### config.mk
export PLATFORM = sky130hd
export DESIGN_NAME = regfile_wb_arbiter
export DESIGN_NICKNAME = d
export VERILOG_FILES = /design/src/rtl/regfile_wb_arbiter.sv
export SDC_FILE = /design/constraint.sdc
export NUM_CORES = 2
export LEC_CHECK = 0
export ABC_CLOCK_PERIOD_IN_PS = 19100
export BUFFER_PORTS_ARGS = -buffer_cell sky130_fd_sc_hd__buf_2
export CAP_MARGIN = 5
export CORE_ASPECT_RATIO = 1.25
export CORE_MARGIN = 10
export CORE_UTILIZATION = 32
export CTS_BUF_LIST = sky130_fd_sc_hd__clkbuf_16
export DETAILED_ROUTE_END_ITERATION = 12
export GPL_ROUTABILITY_DRIVEN = 0
export SYNTH_ARGS = -nofsm -noshare
export SYNTH_HDL_FRONTEND = slang
export SYNTH_SLANG_ARGS = --single-unit
### constraint.sdc
create_clock -name clk -period 19.1 [get_ports clk]
set_clock_uncertainty 0.15 [all_clocks]
set_input_delay 2.865 -clock clk [delete_from_list [all_inputs] [get_ports clk]]
set_output_delay 2.865 -clock clk [all_outputs]
set_load 0.005 [all_outputs]
### src/rtl/regfile_wb_arbiter.sv
// Write-back arbiter: per-source result FIFOs feeding NR_WB_PORTS register-file write ports,
// round-robin start point, no duplicate addresses per cycle, writes to register 127 dropped.
module regfile_wb_arbiter #(
    parameter int DATA_WIDTH  = 64,
    parameter int NR_WB_PORTS = 4,
    parameter int NR_SRC      = 6,
    parameter int FIFO_DEPTH  = 2
) (
    input  logic                                   clk,
    input  logic                                   rst,
    input  logic                                   flush_i,
    input  logic [NR_SRC-1:0]                      src_valid_i,
    output logic [NR_SRC-1:0]                      src_ready_o,
    input  logic [NR_SRC-1:0][6:0]                 src_waddr_i,
    input  logic [NR_SRC-1:0][DATA_WIDTH-1:0]      src_wdata_i,
    output logic [NR_WB_PORTS-1:0]                 we_a_o,
    output logic [NR_WB_PORTS-1:0][6:0]            waddr_a_o,
    output logic [NR_WB_PORTS-1:0][DATA_WIDTH-1:0] wdata_a_o
);

    localparam int PTR_W  = (FIFO_DEPTH > 1) ? $clog2(FIFO_DEPTH) : 1;
    localparam int CNT_W  = $clog2(FIFO_DEPTH + 1);
    localparam int SRC_W  = (NR_SRC > 1) ? $clog2(NR_SRC) : 1;
    localparam int PORT_W = (NR_WB_PORTS > 1) ? $clog2(NR_WB_PORTS) : 1;
    localparam logic [6:0] ZERO_REG = 7'd127;

    logic [6:0]            fifo_addr_q [NR_SRC][FIFO_DEPTH];
    logic [DATA_WIDTH-1:0] fifo_data_q [NR_SRC][FIFO_DEPTH];
    logic [PTR_W-1:0]      rptr_q [NR_SRC];
    logic [PTR_W-1:0]      wptr_q [NR_SRC];
    logic [CNT_W-1:0]      cnt_q  [NR_SRC];
    logic [SRC_W-1:0]      rr_ptr_q, rr_ptr_d;

    logic [6:0]            head_addr [NR_SRC];
    logic [DATA_WIDTH-1:0] head_data [NR_SRC];
    logic [NR_SRC-1:0]     nonempty, grant, push;

    logic [NR_WB_PORTS-1:0]                 we_d;
    logic [NR_WB_PORTS-1:0][6:0]            waddr_d;
    logic [NR_WB_PORTS-1:0][DATA_WIDTH-1:0] wdata_d;

    logic [PORT_W:0] n_grant;
    logic [SRC_W:0]  visit_sum;
    logic [SRC_W-1:0] visit_idx;
    logic            conflict;

    // Ready comes from registered occupancy only, so a full FIFO stays not-ready even while popping.
    always_comb begin
        for (int s = 0; s < NR_SRC; s++) begin
            src_ready_o[s] = (cnt_q[s] != CNT_W'(FIFO_DEPTH)) && !rst;
            push[s]        = src_valid_i[s] && src_ready_o[s] && !flush_i &&
                             (src_waddr_i[s] != ZERO_REG);
            nonempty[s]    = (cnt_q[s] != '0);
            head_addr[s]   = fifo_addr_q[s][rptr_q[s]];
            head_data[s]   = fifo_data_q[s][rptr_q[s]];
        end
    end

    always_comb begin
        grant     = '0;
        we_d      = '0;
        waddr_d   = '0;
        wdata_d   = '0;
        rr_ptr_d  = rr_ptr_q;
        n_grant   = '0;
        visit_sum = '0;
        visit_idx = '0;
        conflict  = 1'b0;
        for (int i = 0; i < NR_SRC; i++) begin
            visit_sum = {1'b0, rr_ptr_q} + (SRC_W + 1)'(i);
            if (visit_sum >= (SRC_W + 1)'(NR_SRC))
                visit_sum = visit_sum - (SRC_W + 1)'(NR_SRC);
            visit_idx = visit_sum[SRC_W-1:0];
            // A head whose address is already granted this cycle waits; later sources may still go.
            conflict = 1'b0;
            for (int p = 0; p < NR_WB_PORTS; p++)
                if (we_d[p] && (waddr_d[p] == head_addr[visit_idx]))
                    conflict = 1'b1;
            if (nonempty[visit_idx] && !conflict &&
                (n_grant < (PORT_W + 1)'(NR_WB_PORTS))) begin
                grant[visit_idx]              = 1'b1;
                we_d[n_grant[PORT_W-1:0]]     = 1'b1;
                waddr_d[n_grant[PORT_W-1:0]]  = head_addr[visit_idx];
                wdata_d[n_grant[PORT_W-1:0]]  = head_data[visit_idx];
                rr_ptr_d = (visit_idx == SRC_W'(NR_SRC - 1)) ? '0 : visit_idx + SRC_W'(1);
                n_grant  = n_grant + (PORT_W + 1)'(1);
            end
        end
    end

    always_ff @(posedge clk) begin
        if (rst) begin
            rr_ptr_q  <= '0;
            we_a_o    <= '0;
            waddr_a_o <= '0;
            wdata_a_o <= '0;
            for (int s = 0; s < NR_SRC; s++) begin
                rptr_q[s] <= '0;
                wptr_q[s] <= '0;
                cnt_q[s]  <= '0;
            end
        end else begin
            we_a_o    <= flush_i ? '0 : we_d;
            waddr_a_o <= flush_i ? '0 : waddr_d;
            wdata_a_o <= flush_i ? '0 : wdata_d;
            if (!flush_i)
                rr_ptr_q <= rr_ptr_d;
            for (int s = 0; s < NR_SRC; s++) begin
                if (flush_i) begin
                    rptr_q[s] <= '0;
                    wptr_q[s] <= '0;
                    cnt_q[s]  <= '0;
                end else begin
                    if (grant[s])
                        rptr_q[s] <= rptr_q[s] + PTR_W'(1);
                    if (push[s])
                        wptr_q[s] <= wptr_q[s] + PTR_W'(1);
                    case ({push[s], grant[s]})
                        2'b10:   cnt_q[s] <= cnt_q[s] + CNT_W'(1);
                        2'b01:   cnt_q[s] <= cnt_q[s] - CNT_W'(1);
                        default: cnt_q[s] <= cnt_q[s];
                    endcase
                end
            end
        end
    end

    always_ff @(posedge clk) begin
        for (int s = 0; s < NR_SRC; s++) begin
            if (push[s]) begin
                fifo_addr_q[s][wptr_q[s]] <= src_waddr_i[s];
                fifo_data_q[s][wptr_q[s]] <= src_wdata_i[s];
            end
        end
    end

endmodule
# Word level (Yosys, flattened, before mapping)
# Memory sizes are Yosys's and may differ from the RTL's.
# Cells that the tools add are included.
dict set report classes {
  n_addsub 45
  mul 0
  n_div 0
  magnitude_cmp 57
  eq_ne 47
  shifts 0
  mux 409
  bitwise 77
  reduce_logical 90
}
# operator n
set ops {}
lappend ops {{2-to-1 mux 64 bit} 42}
lappend ops {{bitwise mux 256 bit} 5}
lappend ops {{2-to-1 mux 256 bit} 5}
lappend ops {{binary-select mux 64 bit (select 3 bit)} 6}
lappend ops {{2-to-1 mux 128 bit} 6}
lappend ops {{demux 64 bit (select 2 bit)} 5}
lappend ops {{demux 64 bit (select 1 bit)} 6}
lappend ops {{2-to-1 mux 7 bit} 42}
lappend ops {{2-to-1 mux 1 bit} 185}
lappend ops {{bitwise mux 28 bit} 5}
lappend ops {{2-to-1 mux 28 bit} 5}
lappend ops {{binary-select mux 7 bit (select 3 bit)} 6}
lappend ops {{== test 7 bit} 17}
lappend ops {{2-to-1 mux 14 bit} 6}
lappend ops {{demux 7 bit (select 2 bit)} 5}
lappend ops {{logical AND 1 bit} 68}
lappend ops {{2-to-1 mux 3 bit} 22}
lappend ops {{2-to-1 mux 2 bit} 24}
lappend ops {{bitwise OR 1 bit} 48}
lappend ops {{demux 7 bit (select 1 bit)} 6}
lappend ops {{!= test 7 bit (second input constant)} 6}
lappend ops {{2-to-1 mux 6 bit} 6}
lappend ops {{adder 3 x 1 -> 3 bit (second input constant)} 10}
lappend ops {{bitwise OR 6 bit} 5}
lappend ops {{other kinds (35)} 184}
dict set report totals {
  reg_bits 291
  latch_bits 0
  ram_bits 876
  romBits 0
  inputBits 435
  output_inout_bits 294
  elab_cells 740
  mem_count 5
}
# memory words width rd rd_ports_with_merged_regs write_ports line_no
set memory_table {}
lappend memory_table {fifo_data_q 6 128 6 0 6 28} ;# logic [DATA_WIDTH-1:0] fifo_data_q [NR_SRC][FIFO_DEPTH];
lappend memory_table {fifo_addr_q 6 14 6 0 6 27} ;# logic [6:0] fifo_addr_q [NR_SRC][FIFO_DEPTH];
lappend memory_table {cnt_q 6 2 6 0 6 31} ;# logic [CNT_W-1:0] cnt_q [NR_SRC];
lappend memory_table {rptr_q 6 1 6 0 6 29} ;# logic [PTR_W-1:0] rptr_q [NR_SRC];
lappend memory_table {wptr_q 6 1 6 0 6 30} ;# logic [PTR_W-1:0] wptr_q [NR_SRC];

# Longest topological paths before layout
# An unclocked memory read counts as a cell.
dict set report logic_depth {
  ltp_word 64
  ltp_mapped 49
  ltp_nobuf 36
}

# Least setup slack after synthesis
# OpenSTA, ideal clock, no wires.
dict set report synth_timing {
  path_kind {reg2reg}
  startpoint {register rr_ptr_q[0]}
  endpoint {memory cnt_q[0][2] (netlist name), enable pin}
  setup_ns 0.327
  t_arrival_ns 10.381
  required_time_ns 18.623
  path_slack_ns 8.242
  path_stages_with_launch 46
  n_path_buf 14
  period_less_slack_ns 10.858
  cell_sequence {dfxtp_1 > buf_4 > buf_6 > inv_2 > buf_2 > clkbuf_1 > clkbuf_1 > clkbuf_1 > clkbuf_1 > clkbuf_1 > ha_1 > a211oi_1 > mux2_2 > buf_2 > nand2_1 > a31oi_1 > xnor2_1 > o211ai_2 > [10 not listed] > o21ai_1 > o31ai_1 > o211ai_2 > o211a_1 > buf_6 > or3_1 > a311o_1 > or4_4 > buf_4 > a31o_1 > and3_1 > nor4_2 > nand4_4 > buf_4 > a31oi_2 > nor2_1 > ha_1 > o21ai_0}
}
# item line_no
set synth_lines {}
lappend synth_lines {{start, declared} 32} ;# logic [SRC_W-1:0] rr_ptr_q, rr_ptr_d;
lappend synth_lines {{start signal, assigned} 107} ;# rr_ptr_q <= rr_ptr_d;
lappend synth_lines {{end, declared} 31}

# Worst setup path after layout
dict set report layout_timing {
  startpoint {register rr_ptr_q[0]}
  endpoint {register wdata_a_o[135] (netlist name)}
}
dict set report layout_via {
  elab_chain_len 54
  word_cells_on_any_way 223
  cone_classes {15 x add/sub; 21 x order compare; 17 x eq/ne; 123 x mux; 10 x bitwise; 37 x reduce/logical}
}
# item line_no
set layout_lines {}
lappend layout_lines {{adder 3 x 1 -> 4 bit, or another cell as far along} 70} ;# visit_sum = {1'b0, rr_ptr_q} + (SRC_W + 1)'(i);
lappend layout_lines {{>= comparator 4 x 3 -> 1 bit, or another cell as far along} 71} ;# if (visit_sum >= (SRC_W + 1)'(NR_SRC))
lappend layout_lines {{2-to-1 mux 3 bit or inverter 3 -> 4 bit (tied branches)} {71, 83}}
lappend layout_lines {{inverter 3 -> 4 bit (implied by the code) or binary-select mux 7 bit (select 3 bit) (tied branches)} {77, 83, 84}}
lappend layout_lines {{binary-select mux 7 bit (select 3 bit) or 2-to-1 mux 7 bit (tied branches)} {77, 83}}
lappend layout_lines {{2-to-1 mux 7 bit (on tied branches)} {77, 83}}
lappend layout_lines {{2-to-1 mux 7 bit (on tied branches)} {77, 83, 79}}
lappend layout_lines {{== test 7 bit} 77} ;# if (we_d[p] && (waddr_d[p] == head_addr[visit_idx]))
lappend layout_lines {{[33 not listed]} -}
lappend layout_lines {{logical AND 1 bit (2 in series)} 79} ;# if (nonempty[visit_idx] && !conflict &&
lappend layout_lines {{2-to-1 mux 28 bit} 79}
lappend layout_lines {{== test 7 bit} 77}
lappend layout_lines {{logical AND 1 bit} 77}
lappend layout_lines {{2-to-1 mux 1 bit (4 in series)} 77}
lappend layout_lines {{zero test 1 bit} 79}
lappend layout_lines {{logical AND 1 bit (2 in series)} 79}
lappend layout_lines {{2-to-1 mux 256 bit (*)} 79}
lappend layout_lines {{end signal, assigned} 105} ;# wdata_a_o <= flush_i ? '0 : wdata_d;
lappend layout_lines {{end, declared} 18} ;# output logic [NR_WB_PORTS-1:0][DATA_WIDTH-1:0] wdata_a_o
# Every way passes the cells marked *; elsewhere a longest branch is shown, timed or not. The select of a mux whose other input is x is not followed.
# A chain may end at the register's enable or synchronous reset.

==> flow_metrics.env <==
export IMPL_drv_cap=0
export IMPL_final_setup_tns_ns=0
export IMPL_ys_ff_latch=1167
export IMPL_die_width_microns=431
export IMPL_clockBufferDepth=3
export IMPL_cts_resized=0
export IMPL_critPathArrivalTime_ns=15.40
export IMPL_yosysUniqueCellTypes=112
export IMPL_hold_slack_ns=0.424
export IMPL_clkTransAtPathRegs_ns=0.07
export IMPL_synthTopCellsByArea="edfxtp_1, mux2i_1, dfxtp_1, o21ai_0, nand2_1"
export IMPL_hold_path_class="flop to flop"
export IMPL_final_period_utilization_pct=77.7
export IMPL_clk_latency_ns=0.84
export IMPL_synth_edf_count=876
export IMPL_drive_gt1_share_pct=16.5
export IMPL_postCtsSetupBuffers=0
export IMPL_vias_per_cell=6.07
export IMPL_wl_per_cell_microns=32.2
export IMPL_tritoncts_num_buffers=116
export IMPL_grt_pass1_vias=57688
export IMPL_outcome="finished, final reports clean"
export IMPL_netlist_instances=7115
export IMPL_slew_headroom_pct=9.01
export IMPL_fmax_mhz=67.4
export IMPL_crit_type="flop to flop"
export IMPL_drt_wl_total_microns=333000
export IMPL_grt_max_degree=190
export IMPL_finalNetCount=7909
export IMPL_hpwl_microns=237000
export IMPL_start_util_pct=32.2
export IMPL_synth_top_area_share_pct=38.9
export IMPL_final_cell_mix="nand2_1, edfxtp_1, o21ai_0, buf_2, mux2i_1"
export IMPL_layout_cells_non_filler=10343
export IMPL_syn2layout_area_growth_pct=13.2
export IMPL_slew_viol_final=0
export IMPL_drtIter0Drc=9710
export IMPL_ios=729
export IMPL_synth_main_ff_cell="edfxtp_1"
export IMPL_critPathSlowestCell="nand4_4"
export IMPL_postLayoutCoreUtil_pct=36.5
export IMPL_hold_violations=0
export IMPL_numPortBuffers=728
export IMPL_grt_pass1_wl_microns=455000
export IMPL_crit_fanout=125
export IMPL_dp_cells=10070
export IMPL_ant_nets=0
export IMPL_drc_errors=0
export IMPL_ff2ff_setup_slack_ns=4.26
export IMPL_setup_viol=0
export IMPL_antenna_found_initial=141
export IMPL_yosysSeqAreaShare_pct=47.5
export IMPL_worst_slew_pin_slew_ns=1.33
export IMPL_crit_path_end_kind="flop"
export IMPL_first_pass_iters=10
export IMPL_core_area_sq_mm=0.210
export IMPL_synth_top_area_cell="edfxtp_1"
export IMPL_cpMostUsedCell="buf_4"
export IMPL_slowest_delay_ns=0.97
export IMPL_grt_setup_unrepaired="no"
export IMPL_root_buffer="clkbuf_16"
export IMPL_syn_area_per_cell_sq_um=9.51
export IMPL_cts_hold_buf=0
export IMPL_gr_total_overflow=0
export IMPL_dieArea_sq_mm=0.230
export IMPL_ctsHtreeMaxLevel=3
export IMPL_num_rows=188
export IMPL_async_flop_share_pct=0
export IMPL_cts_tree="done"
export IMPL_crit_required_ns=19.66
export IMPL_final_common_cell="nand2_1"
export IMPL_cts_sinks=1167
export IMPL_via_count=62799
export IMPL_cp_start_kind="flop"
export IMPL_grt_usage_pct=27.4
export IMPL_finalCriticalPeriod_ns=14.84
export IMPL_die_h_microns=534
export IMPL_syn_nets=7591
export IMPL_synth_cell_area_sq_mm=0.0677
export IMPL_synth_yosys_warnings=0
==> cells in the mapped netlist (28+ instances only) <==
master         instances
o22a_1                75
nand2_1              900
a22oi_1               68
mux2_2               131
nand3_1              114
o31ai_1               54
nor2_1               580
o211ai_1              92
buf_12                28
o22ai_1               98
nor3_1               255
a21oi_1              551
xnor2_1               62
edfxtp_1             876
o31a_1                70
inv_1                 53
and2_1               132
nor2b_1              109
dlygate4sd3_1         28
a311oi_1              66
ha_1                  41
o21ai_0              866
clkbuf_1             449
buf_1                 51
mux2i_1              592
dfxtp_1              291
a211oi_1              95
==> cells by family after synthesis <==
logic type      count (synthesis)  synth area share [%]
flops                        1167                  47.5
compound gates               2206                  19.8
simple gates                 2202                  14.5
fa+ha+maj                      41                 0.758
xor+xnor                       81                  1.10
buf+inv                       684                  5.24
mux                           734                  11.2
==> layout make-up <==
| cell class | instances | area, sq um |
|---|---|---|
| sequential | 1167 | 32100 |
| timing repair buffer | 829 | 4410 |
| clock buffer | 120 | 3000 |
| antenna | 52 | 130 |
| tap | 2755 | 3450 |
| fill | 20937 | 133000 |
| inverter | 55 | 216 |
| clock inverter | 101 | 931 |
| multi-input combinational | 5264 | 32300 |
==> sequential cells by signal, indices dropped and copies added (netlist names), 4 cells and up <==
register     count
cnt_q           12
fifo_addr_q     84
fifo_data_q    768
rptr_q           6
waddr_a_o       28
wdata_a_o      256
we_a_o           4
wptr_q           6
==> through the flow <==
stage / instance area (sq um) / setup WS (ns)
after floorplan: 67700 / 8.24
after global routing: 76500 / 4.12
after global placement: 72600 / 5.16
after CTS: 76500 / 4.81
after detailed placement: 72600 / 4.88
final: 76600 / 4.26
==> per-layer routing <==
metal  vias up  share of wire, %  GRT usage (%)
met4       106               8.4           17.3
met2      4822                43           42.4
met5         -              0.23          0.207
li1      26961                 -              -
met3      1350                13           10.2
met1     29560                35           31.9
==> critical path, delay by kind of cell (launching register included) <==
| kind | cells | cell delay, ns |
|---|---|---|
| buffers and inverters | 8 | 3.85 |
| AND/OR/NAND/NOR | 9 | 3.89 |
| flip-flops | 1 | 0.70 |
| multiplexers | 6 | 2.27 |
| AO/OA/AOI/OAI | 6 | 2.39 |
| adder cells (fa/ha/maj) | 3 | 1.26 |
==> worst paths after layout <==
path | startpoint | to | depth (start not counted)
worst max-delay path | rr_ptr_q[0] | wdata_a_o[135] | 32
worst min-delay path | cnt_q[0][8] | cnt_q[0][8] | 1
worst max register to register | rr_ptr_q[0] | wdata_a_o[135] | 32
worst min register to register | cnt_q[0][8] | cnt_q[0][8] | 1
Power is not shown: default switching activity piles up to over one toggle a cycle in this logic, so the estimate is an artifact.
